File: src/rtl/remote_comm.sv
// Host-side command sender: serialises a 16-bit command as two UART bytes (high first)
// and exposes received response bytes. Optional response timeout via RESP_TIMEOUT_EN.

module uart #(
    parameter int BAUD_DIV = 2604
) (
    input  logic       clk,
    input  logic       rst_n,
    input  logic       RX,
    output logic       TX,
    input  logic       trmt,
    input  logic [7:0] tx_data,
    output logic       tx_done,
    output logic       rx_rdy,
    output logic [7:0] rx_data,
    input  logic       clr_rx_rdy
);
    localparam int BW = (BAUD_DIV > 2) ? $clog2(BAUD_DIV) : 1;
    localparam logic [BW-1:0] BAUD_LAST = BW'(BAUD_DIV - 1);
    localparam logic [BW-1:0] BAUD_HALF = BW'(BAUD_DIV / 2);

    logic          tx_busy_q, tx_done_q;
    logic [BW-1:0] tx_baud_q;
    logic [3:0]    tx_bit_q;
    logic [9:0]    tx_shift_q;

    // Shifter idles at all ones so TX rests high without extra muxing.
    always_ff @(posedge clk or negedge rst_n) begin
        if (!rst_n) begin
            tx_busy_q  <= 1'b0;
            tx_done_q  <= 1'b0;
            tx_baud_q  <= '0;
            tx_bit_q   <= '0;
            tx_shift_q <= '1;
        end else begin
            tx_done_q <= 1'b0;
            if (!tx_busy_q) begin
                if (trmt) begin
                    tx_busy_q  <= 1'b1;
                    tx_shift_q <= {1'b1, tx_data, 1'b0};
                    tx_baud_q  <= '0;
                    tx_bit_q   <= '0;
                end
            end else if (tx_baud_q == BAUD_LAST) begin
                tx_baud_q <= '0;
                if (tx_bit_q == 4'd9) begin
                    tx_busy_q <= 1'b0;
                    tx_done_q <= 1'b1;
                end else begin
                    tx_shift_q <= {1'b1, tx_shift_q[9:1]};
                    tx_bit_q   <= tx_bit_q + 4'd1;
                end
            end else begin
                tx_baud_q <= tx_baud_q + 1'b1;
            end
        end
    end

    assign TX      = tx_shift_q[0];
    assign tx_done = tx_done_q;

    logic          rx_meta_q, rx_sync_q, rx_busy_q, rx_rdy_q;
    logic [BW-1:0] rx_baud_q;
    logic [3:0]    rx_bit_q;
    logic [7:0]    rx_shift_q, rx_data_q;

    // Samples mid-bit; start and data bits shift through, stop bit is checked but not stored.
    always_ff @(posedge clk or negedge rst_n) begin
        if (!rst_n) begin
            rx_meta_q  <= 1'b1;
            rx_sync_q  <= 1'b1;
            rx_busy_q  <= 1'b0;
            rx_rdy_q   <= 1'b0;
            rx_baud_q  <= '0;
            rx_bit_q   <= '0;
            rx_shift_q <= '0;
            rx_data_q  <= '0;
        end else begin
            rx_meta_q <= RX;
            rx_sync_q <= rx_meta_q;
            if (clr_rx_rdy) rx_rdy_q <= 1'b0;
            if (!rx_busy_q) begin
                if (!rx_sync_q) begin
                    rx_busy_q <= 1'b1;
                    rx_baud_q <= BAUD_HALF;
                    rx_bit_q  <= '0;
                end
            end else if (rx_baud_q == '0) begin
                rx_baud_q <= BAUD_LAST;
                rx_bit_q  <= rx_bit_q + 4'd1;
                if (rx_bit_q == 4'd9) begin
                    rx_busy_q <= 1'b0;
                    if (rx_sync_q) begin
                        rx_data_q <= rx_shift_q;
                        rx_rdy_q  <= 1'b1;
                    end
                end else begin
                    rx_shift_q <= {rx_sync_q, rx_shift_q[7:1]};
                end
            end else begin
                rx_baud_q <= rx_baud_q - 1'b1;
            end
        end
    end

    assign rx_rdy  = rx_rdy_q;
    assign rx_data = rx_data_q;
endmodule

module remote_comm #(
    parameter int TIMEOUT_CYC = 1000000,
    parameter int BAUD_DIV    = 2604
) (
    input  logic        clk,
    input  logic        rst_n,
    input  logic        snd_cmd,
    input  logic [15:0] cmd,
    output logic        cmd_snt,
    output logic        busy,
    output logic        resp_rdy,
    output logic [7:0]  resp,
    input  logic        clr_resp_rdy,
    output logic        resp_timeout,
    output logic        TX,
    input  logic        RX
);
    typedef enum logic [1:0] {IDLE, LD_HI, WAIT_HI, WAIT_LO} state_t;

    state_t      state_q, state_d;
    logic [15:0] hold_q, hold_d;
    logic        cmd_snt_q, cmd_snt_d;
    logic        accept, trmt, tx_done, rx_rdy, clr_rx_rdy;
    logic [7:0]  tx_data, rx_data;

    always_ff @(posedge clk or negedge rst_n) begin
        if (!rst_n) begin
            state_q   <= IDLE;
            hold_q    <= 16'h0000;
            cmd_snt_q <= 1'b0;
        end else begin
            state_q   <= state_d;
            hold_q    <= hold_d;
            cmd_snt_q <= cmd_snt_d;
        end
    end

    always_comb begin
        state_d   = state_q;
        hold_d    = hold_q;
        cmd_snt_d = cmd_snt_q;
        accept    = 1'b0;
        trmt      = 1'b0;
        case (state_q)
            IDLE: if (snd_cmd) begin
                accept    = 1'b1;
                hold_d    = cmd;
                cmd_snt_d = 1'b0;
                state_d   = LD_HI;
            end
            LD_HI: begin
                trmt    = 1'b1;
                state_d = WAIT_HI;
            end
            WAIT_HI: if (tx_done) begin
                trmt    = 1'b1;
                state_d = WAIT_LO;
            end
            WAIT_LO: if (tx_done) begin
                cmd_snt_d = 1'b1;
                state_d   = IDLE;
            end
            default: state_d = IDLE;
        endcase
    end

    assign tx_data    = (state_q == LD_HI) ? hold_q[15:8] : hold_q[7:0];
    assign clr_rx_rdy = clr_resp_rdy | accept;
    assign busy       = (state_q != IDLE);
    assign cmd_snt    = cmd_snt_q;
    assign resp_rdy   = rx_rdy;
    assign resp       = rx_data;

    uart #(.BAUD_DIV(BAUD_DIV)) u_uart (
        .clk        (clk),
        .rst_n      (rst_n),
        .RX         (RX),
        .TX         (TX),
        .trmt       (trmt),
        .tx_data    (tx_data),
        .tx_done    (tx_done),
        .rx_rdy     (rx_rdy),
        .rx_data    (rx_data),
        .clr_rx_rdy (clr_rx_rdy)
    );

`ifdef RESP_TIMEOUT_EN
    localparam int TW = $clog2(TIMEOUT_CYC + 1);

    logic [TW-1:0] tmo_cnt_q;
    logic          tmo_run_q, resp_timeout_q;

    // Runs only between cmd_snt rising and the first response byte.
    always_ff @(posedge clk or negedge rst_n) begin
        if (!rst_n) begin
            tmo_cnt_q      <= '0;
            tmo_run_q      <= 1'b0;
            resp_timeout_q <= 1'b0;
        end else if (accept) begin
            tmo_cnt_q      <= '0;
            tmo_run_q      <= 1'b0;
            resp_timeout_q <= 1'b0;
        end else if (cmd_snt_d && !cmd_snt_q) begin
            tmo_cnt_q <= '0;
            tmo_run_q <= 1'b1;
        end else if (tmo_run_q) begin
            if (rx_rdy) begin
                tmo_cnt_q <= '0;
                tmo_run_q <= 1'b0;
            end else if (tmo_cnt_q == TW'(TIMEOUT_CYC - 1)) begin
                resp_timeout_q <= 1'b1;
                tmo_run_q      <= 1'b0;
            end else begin
                tmo_cnt_q <= tmo_cnt_q + 1'b1;
            end
        end
    end

    assign resp_timeout = resp_timeout_q;
`else
    // TIMEOUT_CYC has no effect without the counter; this folds to constant 0.
    assign resp_timeout = (TIMEOUT_CYC < 0);
`endif
endmodule

File: config.mk
export PLATFORM = sky130hd
export DESIGN_NAME = remote_comm
export DESIGN_NICKNAME = d
export VERILOG_FILES = /design/src/rtl/remote_comm.sv
export SDC_FILE = /design/constraint.sdc
export NUM_CORES = 1
export LEC_CHECK = 0
export ABC_AREA = 1
export CORE_ASPECT_RATIO = 0.75
export CORE_MARGIN = 2
export CORE_UTILIZATION = 58
export DETAILED_ROUTE_END_ITERATION = 8
export PLACE_DENSITY = 0.9
export SLEW_MARGIN = 20
export SYNTH_ARGS = -nofsm -noshare
export SYNTH_HDL_FRONTEND = slang
export SYNTH_HIERARCHICAL = 1
export SYNTH_SLANG_ARGS = --single-unit
File: constraint.sdc
create_clock -name clk -period 2.53 [get_ports clk]
set_input_delay 0.506 -clock clk [delete_from_list [all_inputs] [get_ports clk]]
set_output_delay 0.506 -clock clk [all_outputs]
set_load 0.1 [all_outputs]
# --- Word-level counts from Yosys, hierarchy flattened ---
# Index checks and enable logic that the tools add are counted.
word_totals:
  regBits: 83
  in_bits: 21
  out_inout_bits: 13
  word_cells: 92
op_classes:
  add_sub_neg: 4
  eq_ne: 13
  n_mux: 45
  bitwise_logic: 2
  reduce_logical: 12
ops:
  columns: ["op", "n"]
  rows:
  - ["12-bit 2-to-1 mux", 6]
  - ["10-bit 2-to-1 mux", 4]
  - ["4-bit 2-to-1 mux", 7]
  - ["1-bit 2-to-1 mux", 21]
  - ["12-bit by 1-bit adder with 12-bit output, second input constant", 1]
  - ["12-bit equality test, second input constant", 1]
  - ["12-bit zero test", 1]
  - ["3-bit AND reduction", 4]
  - ["12-bit by 1-bit subtractor with 12-bit output, second input constant", 1]
  - ["2-bit != test, second input constant", 5]
  - ["4-bit by 1-bit adder with 4-bit output, second input constant", 2]
  - ["4-bit equality test, second input constant", 2]
  - ["8-bit 2-to-1 mux", 1]
  - ["2-bit one-hot mux with 4 select lines", 1]
  - ["2-bit 2-to-1 mux", 3]
  - ["2-bit nonzero test", 3]
  - ["2-bit equality test, second input constant", 2]
  - ["2-bit by 1-bit != test with 1-bit output, second input constant", 2]
  - ["1-bit one-hot mux with 2 select lines", 2]
  - ["2-bit AND reduction", 2]
  - ["4-bit AND reduction", 1]
  - ["2-bit by 1-bit equality test with 1-bit output, second input constant", 1]
  - ["2-bit zero test", 1]
  - ["1-bit inverter", 1]
  - ["1-bit OR", 1]

# --- Depth between registers and ports, before layout ---
# Gate-level depths: netlist of run 1.
logic_depth:
  ltp_word: 8
  ltp_mapped: 13

# --- Cells and area by module ---
# The synthesis of run 1 kept the hierarchy.
modules_own_cells:
  columns: ["mod", "instances", "cells_per_inst", "area_each_um2"]
  rows:
  - ["uart", 1, 442, 3382.0]
  - ["remote_comm", 1, 129, 997.2]

# --- Least setup slack after synthesis of run 1 ---
# OpenSTA, ideal clock, no wires.
synth_timing:
  path_kind: "register -> register"
  startpoint: "register state_q[1]"
  endpoint: "register u_uart.tx_bit_q[2]"
  setup_time_ps: 117
  arrival_ps: 2001
  required_time_ps: 2413
  setup_slack_ps: 412
  stages_incl_launch_ff: 14
  n_path_buf: 3
  synth_period_minus_slack_ps: 2118
  cell_sequence: "dfrtp_1 inv_1 ha_1 buf_2 inv_2 a21boi_0 nor2_8 inv_4 and2_0 buf_6 nand2_4 buf_6 nand2_1 nand2_1"
synth_between:
  elab_chain_len: 4
  word_cells_on_any_way: 5
  classes_between: "2 x eq/ne; 1 x mux; 2 x reduce/logical"
synth_rtl:
  columns: ["element", "line_no", "rtl"]
  rows:
  - ["from (decl)", "129", "state_t state_q, state_d;"]
  - ["from (signal assigned)", "141", "state_q <= state_d;"]
  - ["2-bit equality test or 2-bit by 1-bit equality test with 1-bit output (tied branches)", "153", "case (state_q)"]
  - ["1-bit one-hot mux with 2 select lines (*)", "153", null]
  - ["named net trmt", "132", "logic accept, trmt, tx_done, rx_rdy, clr_rx_rdy;"]
  - ["2-bit nonzero test (no line) (*)", null, null]
  - ["3-bit AND reduction (no line) (*)", null, null]
  - ["to (signal assigned)", "51", "tx_bit_q <= tx_bit_q + 4'd1;"]
  - ["to (decl)", "24", "logic [3:0] tx_bit_q;"]
# The timed path passes the listed nets; every way through them passes the cells marked *.
# A chain may end at the register's enable or synchronous reset.

# --- Final worst setup path of run 1 ---
layout_timing:
  startpoint: "register state_q[0]"
  endpoint: "register u_uart.tx_shift_q[3]"
layout_between:
  elab_chain_len: 4
  word_cells_on_any_way: 8
  classes_between: "2 x eq/ne; 4 x mux; 2 x reduce/logical"
layout_rtl:
  columns: ["element", "line_no", "rtl"]
  rows:
  - ["2-bit equality test or 2-bit by 1-bit equality test with 1-bit output (tied branches)", "153", null]
  - ["1-bit one-hot mux with 2 select lines (*)", "153", null]
  - ["named net trmt", "132", null]
  - ["2-bit nonzero test (no line) (*)", null, null]
  - ["3-bit AND reduction (no line) (*)", null, null]
  - ["to (signal assigned)", "40", "tx_shift_q <= {1'b1, tx_data, 1'b0};"]
  - ["to (signal assigned)", "50", "tx_shift_q <= {1'b1, tx_shift_q[9:1]};"]
  - ["to (decl)", "25", "logic [9:0] tx_shift_q;"]
# The timed path passes the listed nets; every way through them passes the cells marked *. The select of a mux whose other input is x is not followed.

==> results of run 1 <==
## per-layer routing
layer,part of all wire,routed length (um)
met1,0.44,4110
met2,0.48,4530
met3,0.059,550
met4,0.020,187
met5,0,0
## worst paths after layout
path	depth (start not counted)	from	endpoint	slack [ps]
setup / recovery	10	state_q[0]$_DFFE_PN0P_	u_uart/tx_shift_q[3]$_DFFE_PN1P_	170
hold / removal	1	rst_n	hold_q[13]$_DFFE_PN0P_	130
setup reg to reg	10	state_q[0]$_DFFE_PN0P_	u_uart/tx_shift_q[3]$_DFFE_PN1P_	170
hold reg to reg	0	u_uart/rx_meta_q$_DFF_PN1_	u_uart/rx_sync_q$_DFF_PN1_	360
max in group asynchronous	2	rst_n	u_uart/tx_shift_q[3]$_DFFE_PN1P_	1760
min in group clk	0	u_uart/rx_meta_q$_DFF_PN1_	u_uart/rx_sync_q$_DFF_PN1_	360
## final cells by class
| cell class | instances | share of cell area |
|---|---|---|
| flip-flops and latches | 82 | 0.417 |
| multi-input cells | 426 | 0.404 |
| repair buffers | 40 | 0.0752 |
| inverters | 46 | 0.0353 |
| clock buffers | 11 | 0.0265 |
| well taps | 101 | 0.0255 |
| clock inverters | 5 | 0.0164 |
## worst reg2reg max path: stages (launching register included)
cell	delay [ps]
dfrtp_1	420
inv_1	90
ha_1	310
a21boi_0	330
buf_4	210
nor2_8	50
inv_4	110
and2_0	360
buf_4	240
nand3_1	90
nand2_1	90
## flip-flops by register name, summed over array words and instances (netlist names)
| signal | count |
|---|---|
| hold_q | 16 |
| u_uart/rx_baud_q | 12 |
| u_uart/tx_baud_q | 12 |
| u_uart/tx_shift_q | 9 |
| u_uart/rx_data | 8 |
| u_uart/rx_shift_q | 8 |
| u_uart/rx_bit_q | 4 |
| u_uart/tx_bit_q | 4 |
| state_q | 2 |
| cmd_snt | 1 |
| u_uart/rx_busy_q | 1 |
| u_uart/rx_meta_q | 1 |
| u_uart/rx_rdy | 1 |
| u_uart/rx_sync_q | 1 |
| u_uart/tx_busy_q | 1 |
| u_uart/tx_done | 1 |
## cell usage in the layout, fill, tap and decap left out, types with 2 or more instances in the layout
cell type / netlist / layout
nand4_1: 8 / 8
inv_2: 2 / 2
nand3_1: 69 / 69
nand2_4: 4 / 4
dfrtp_1: 71 / 71
o21ai_0: 19 / 19
o21bai_1: 4 / 4
clkbuf_8: 0 / 9
dfstp_2: 11 / 11
bufinv_16: 0 / 2
nor2_1: 41 / 41
nand3_2: 2 / 2
buf_12: 0 / 2
nand2_1: 237 / 237
xnor2_1: 6 / 6
buf_4: 6 / 19
ha_1: 11 / 11
o22ai_1: 3 / 3
clkdlybuf4s50_1: 0 / 19
nor2_2: 3 / 3
clkbuf_1: 3 / 2
xor2_1: 4 / 4
nand2_2: 2 / 2
inv_1: 43 / 43
## cells by family (layout without fill, tap and decap cells)
group	Yosys count	after routing	share of synthesized area
buffers and inverters	63	102	0.0706
adders and majority gates	11	11	0.0314
other	1	1	0.000856
DFF	82	82	0.472
xor gates and xnor gates	10	10	0.0200
and+or+nand+nor	374	374	0.366
AOI/OAI and AO/OA	30	30	0.0391
## where the power goes
| group | internal, uW | switching, uW | leakage (uW) |
|---|---|---|---|
| combinational | 468 | 815 | 0.00143 |
| sequential | 1640 | 220 | 0.00102 |
| clock | 557 | 458 | 0.000104 |
## stage by stage
stage	cells	power (uW)	worst slack, ps	instance area (um^2)
after floorplan	571	2790	412	4380
after global placement	695	3050	545	4740
after detailed placement	695	3150	287	4740
after CTS	711	4170	247	4960
after global routing	711	4410	51.5	4960
final	711	4150	168	4960
==> impl_metrics.json, run 1 <==
{
  "cts_setup_buffers": 0,
  "ant_nets": 0,
  "num_antenna_cells": 0,
  "hold_class": "primary input to async pin",
  "grt_max_degree": 41,
  "drive_above_1_share": 0.103,
  "use_met1": 0.307,
  "cp-end-kind": "flop",
  "clk_latency_ps": 350,
  "setup.worst_path.start_class": "flop",
  "gr-usage-met3": 0.0476,
  "clock_sinks": 82,
  "netlist_top_cells_area": "dfrtp_1, nand2_1, nand3_1",
  "ys_warn_count": 6,
  "multi_input_area_um2": 2000,
  "grt_pass1_wl_mm": 16.4,
  "synthMostInstantiatedCell": "nand2_1",
  "async_flop_share": 1.00,
  "report.final.setup_viol": 0,
  "required_ps": 2810,
  "yosys-top-cells-count": "nand2_1, dfrtp_1, nand3_1, inv_1, nor2_1",
  "wl_per_cell_um": 13.2,
  "p_leak_uw": 0.00255,
  "worstPathArrival_ps": 2650,
  "skew_ps": 11.9,
  "io_buffers": 32,
  "seqCellArea_um2": 2070,
  "drc_errors": 0,
  "grt_util_met2": 0.416,
  "dp_hpwl_mm": 6.83,
  "synth_edf_count": 0,
  "cp_top_family": "buffers and inverters",
  "fin_tns_setup_ps": 0,
  "critPathKind": "flop to flop",
  "drt_iter0_drc": 331,
  "dieArea_um2": 8270,
  "cts_made_buffers": 9,
  "final_nets": 637,
  "drv_slew": 0,
  "synthCells": 571,
  "overflow": 0,
  "first_pass_iters": 6,
  "synth_top_cell_by_area": "dfrtp_1",
  "critPathBufInv": 4,
  "syn-num-nets": 603,
  "seq_area_frac_synth": 0.472,
  "grt_usage": 0.242,
  "gp_congestion": 0.903,
  "final_util": 0.676,
  "drv_cap": 0,
  "cp_cell_sequence": "inv_1 -> ha_1 -> a21boi_0 -> buf_4 -> nor2_8 -> inv_4 -> and2_0 -> buf_4 -> nand3_1 -> nand2_1",
  "clock_path_buffers": 2,
  "htree_levels": 3,
  "core_um2": 7330,
  "ys_ff_latch": 82,
  "initial_core_util": 0.597,
  "clk_pin_slew_worst_paths_ps": 80,
  "synthFlopType": "dfrtp_1",
  "worst_pin_slew_ps": 700,
  "num_io_pins": 34,
  "hold_buffers": 0,
  "finalCriticalPeriod_ps": 2360,
  "grt_pass1_vias": 3699,
  "max-vdd-ir-drop_uv": 374,
  "p_per_area_nw_per_um2": 838,
  "fmax_ghz": 0.423,
  "yosys.area.top_type_share": 0.406,
  "netlist-cell-type-count": 36,
  "slew_headroom": 0.532,
  "vias": 3877,
  "die_w_um": 104,
  "critical-path-max-stage-delay_ps": 420,
  "fp.dieH_um": 79.3,
  "ctsResizeCount": 0,
  "area.growth.synth_to_final_pct": 13.2,
  "drt-total-wl_mm": 9.38,
  "cp_max_fo": 9,
  "tritoncts": "done",
  "hold_ws_ps": 128,
  "fillers": 572,
  "rows": 27,
  "cts-root-buf": "clkbuf_8",
  "antenna_found_initial": 0,
  "via_per_inst": 5.45,
  "grt_busiest_layer": "met2",
  "outcome": "finished, final reports clean",
  "synth_area_um2": 4380,
  "syn_avg_cell_area_um2": 7.67,
  "rsz0062_at_grt": "no",
  "crit_slowest_cell": "dfrtp_1",
  "hold_viol": 0,
  "critPathMostFrequentCell": "buf_4",
  "finalCritPeriodShare": 0.933
}
Power figures use the tool's default switching activity.
==> run 2, diff against run 1 <==
--- a/config.mk
+++ b/config.mk
@@ -6,9 +6,11 @@
 export NUM_CORES = 1
 export LEC_CHECK = 0
 export ABC_AREA = 1
-export CORE_ASPECT_RATIO = 0.75
+export CELL_PAD_IN_SITES_DETAIL_PLACEMENT = 2
+export CELL_PAD_IN_SITES_GLOBAL_PLACEMENT = 2
+export CORE_ASPECT_RATIO = 0.7
 export CORE_MARGIN = 2
-export CORE_UTILIZATION = 58
+export CORE_UTILIZATION = 34
 export DETAILED_ROUTE_END_ITERATION = 8
 export PLACE_DENSITY = 0.9
 export SLEW_MARGIN = 20
==> run 2 against run 1 <==
Global-route usage down 3.0 points. Hold slack better by 65 ps. Routed wire length rose by 48%. Flip-flop and latch count stayed put. Largest cell class unchanged. Critical path depth increased by 1. Core utilization shrank 27 points. Via count down 0.10%. Die area up 67%. Sequential power hardly changed.
==> impl_metrics.json, run 2 (same netlist as run 1, synthesis figures left out) <==
{
  "reg_top3": "hold_q x16, u_uart/rx_baud_q x12, u_uart/tx_baud_q x12",
  "final_common_cell": "nand2_1",
  "drv_cap": 0,
  "finalPower_uw": 4570,
  "antenna_found_initial": 0,
  "largest_reg_flops": 16,
  "grt_usage": 0.213,
  "worstPathArrival_ps": 2370,
  "finalCriticalPeriod_ps": 2140,
  "ant_nets": 0,
  "max-vdd-ir-drop_uv": 655,
  "drc_errors": 0,
  "finalNonFillerCells": 771,
  "die_w_um": 140,
  "setup.worst_path.start_class": "flop",
  "rsz0062_at_grt": "no",
  "first_pass_iters": 4,
  "p_per_area_nw_per_um2": 897,
  "dieArea_um2": 13800,
  "dp.cells": 755,
  "core_um2": 12500,
  "grt_pass1_vias": 4428,
  "cp-end-kind": "flop",
  "critPathBufInv": 4,
  "critPathKind": "flop to flop",
  "fillers": 1458,
  "initial_core_util": 0.350,
  "clk_pin_slew_worst_paths_ps": 60,
  "fin_tns_setup_ps": 0,
  "area.growth.synth_to_final_pct": 16.4,
  "cts-root-buf": "clkbuf_16",
  "cp_top_family": "simple AND/OR/NAND/NOR gates",
  "clock_path_buffers": 2,
  "top_register": "hold_q",
  "grt_pass1_wl_mm": 23.0,
  "io_buffers": 32,
  "worst_pin_slew_ps": 689,
  "layout_common_cells": "nand2_1, dfrtp_1, nand3_1, inv_1, nor2_1",
  "vias": 3873,
  "via_per_inst": 5.02,
  "skew_ps": 4.95,
  "dp_hpwl_mm": 9.78,
  "clk_latency_ps": 340,
  "num_io_pins": 34,
  "fp.dieH_um": 99.0,
  "final_nets": 636,
  "gp_congestion": 0.805,
  "clock_sinks": 82,
  "outcome": "finished, final reports clean",
  "crit_slowest_cell": "dfrtp_1",
  "hold_viol": 0,
  "tritoncts": "done",
  "htree_levels": 3,
  "drv_slew": 0,
  "drt-total-wl_mm": 13.9,
  "grt_max_degree": 49,
  "critPathMostFrequentCell": "nand2_1",
  "report.final.setup_viol": 0,
  "fmax_ghz": 0.468,
  "drive_above_1_share": 0.103,
  "finalCritPeriodShare": 0.845,
  "overflow": 0,
  "slew_headroom": 0.539,
  "cp_cell_sequence": "inv_1 -> ha_1 -> inv_2 -> a21boi_0 -> buf_4 -> nor2_8 -> inv_4 -> and2_2 -> nand2_4 -> nand2_1 -> nand2_1",
  "wl_per_cell_um": 18.0,
  "hold_buffers": 0,
  "cts_made_buffers": 9,
  "rows": 34,
  "required_ps": 2770,
  "drt_iter0_drc": 139,
  "cp_max_fo": 14,
  "critical-path-max-stage-delay_ps": 420,
  "num_antenna_cells": 0,
  "hold_class": "primary input to async pin",
  "p_leak_uw": 0.00259
}
## run 2: cell types whose count changed in the layout (fill, tap and decap cells not counted)
cell        before  now
clkbuf_16        0    9
clkbuf_8         9    3
bufinv_16        2    0
and2_0           1    0
and2_2           0    1
buf_4           19   18
clkinv_2         1    2
clkinv_4         1    0
clkinvlp_4       1    0
## run 2: through the flow
step | area (um^2) | hold WS, ps | setup WS [ps] | util
global placement | 4810 | 348 | 158 | 0.385
floorplan | 4380 | 210 | 412 | -
finish | 5100 | 193 | 392 | 0.408
CTS | 5100 | 214 | 172 | 0.408
global route | 5100 | 240 | 226 | 0.408
detailed placement | 4810 | 352 | -26.8 | 0.385
## run 2: area by class of cell
cell class                 instances  area, um^2  share of cell area
sequential                        82        2070               0.405
multi-input combinational        426        2010               0.393
timing repair buffer              39         365              0.0717
clock buffer                      14         274              0.0537
tap                              162         203              0.0398
inverter                          46         175              0.0344
clock inverter                     2        10.0             0.00196
## run 2: layer usage
metal  routed length [um]  track usage  vias up
li1                     -            -     1855
met1                 6500        0.275     1960
met2                 6790        0.367       45
met3                  421       0.0432       13
met4                  150       0.0554        0
met5                    0            0        -
## run 2: power breakdown
part           internal, uW  switching [uW]  leakage (uW)
sequential             1640             250       0.00102
combinational           467             945       0.00142
clock                   743             527      0.000143
## run 2: worst paths after layout
check / from / end / slack [ps] / cells past startpoint
hold reg to reg: u_uart/rx_meta_q$_DFF_PN1_ / u_uart/rx_sync_q$_DFF_PN1_ / 360 / 0
setup / recovery: state_q[1]$_DFFE_PN0P_ / u_uart/tx_bit_q[2]$_DFFE_PN0P_ / 390 / 11
hold / removal: rst_n / u_uart/rx_baud_q[8]$_DFFE_PN0P_ / 190 / 1
min in group clk: u_uart/rx_meta_q$_DFF_PN1_ / u_uart/rx_sync_q$_DFF_PN1_ / 360 / 0
setup reg to reg: state_q[1]$_DFFE_PN0P_ / u_uart/tx_bit_q[2]$_DFFE_PN0P_ / 390 / 11
max in group asynchronous: rst_n / u_uart/tx_shift_q[2]$_DFFE_PN1P_ / 1640 / 2
## run 2: repair_timing
item / CTS / global route
setup buffers: 0 / 0
resized for setup: 1 / 1
endpoints found under the setup margin: 6 / 4
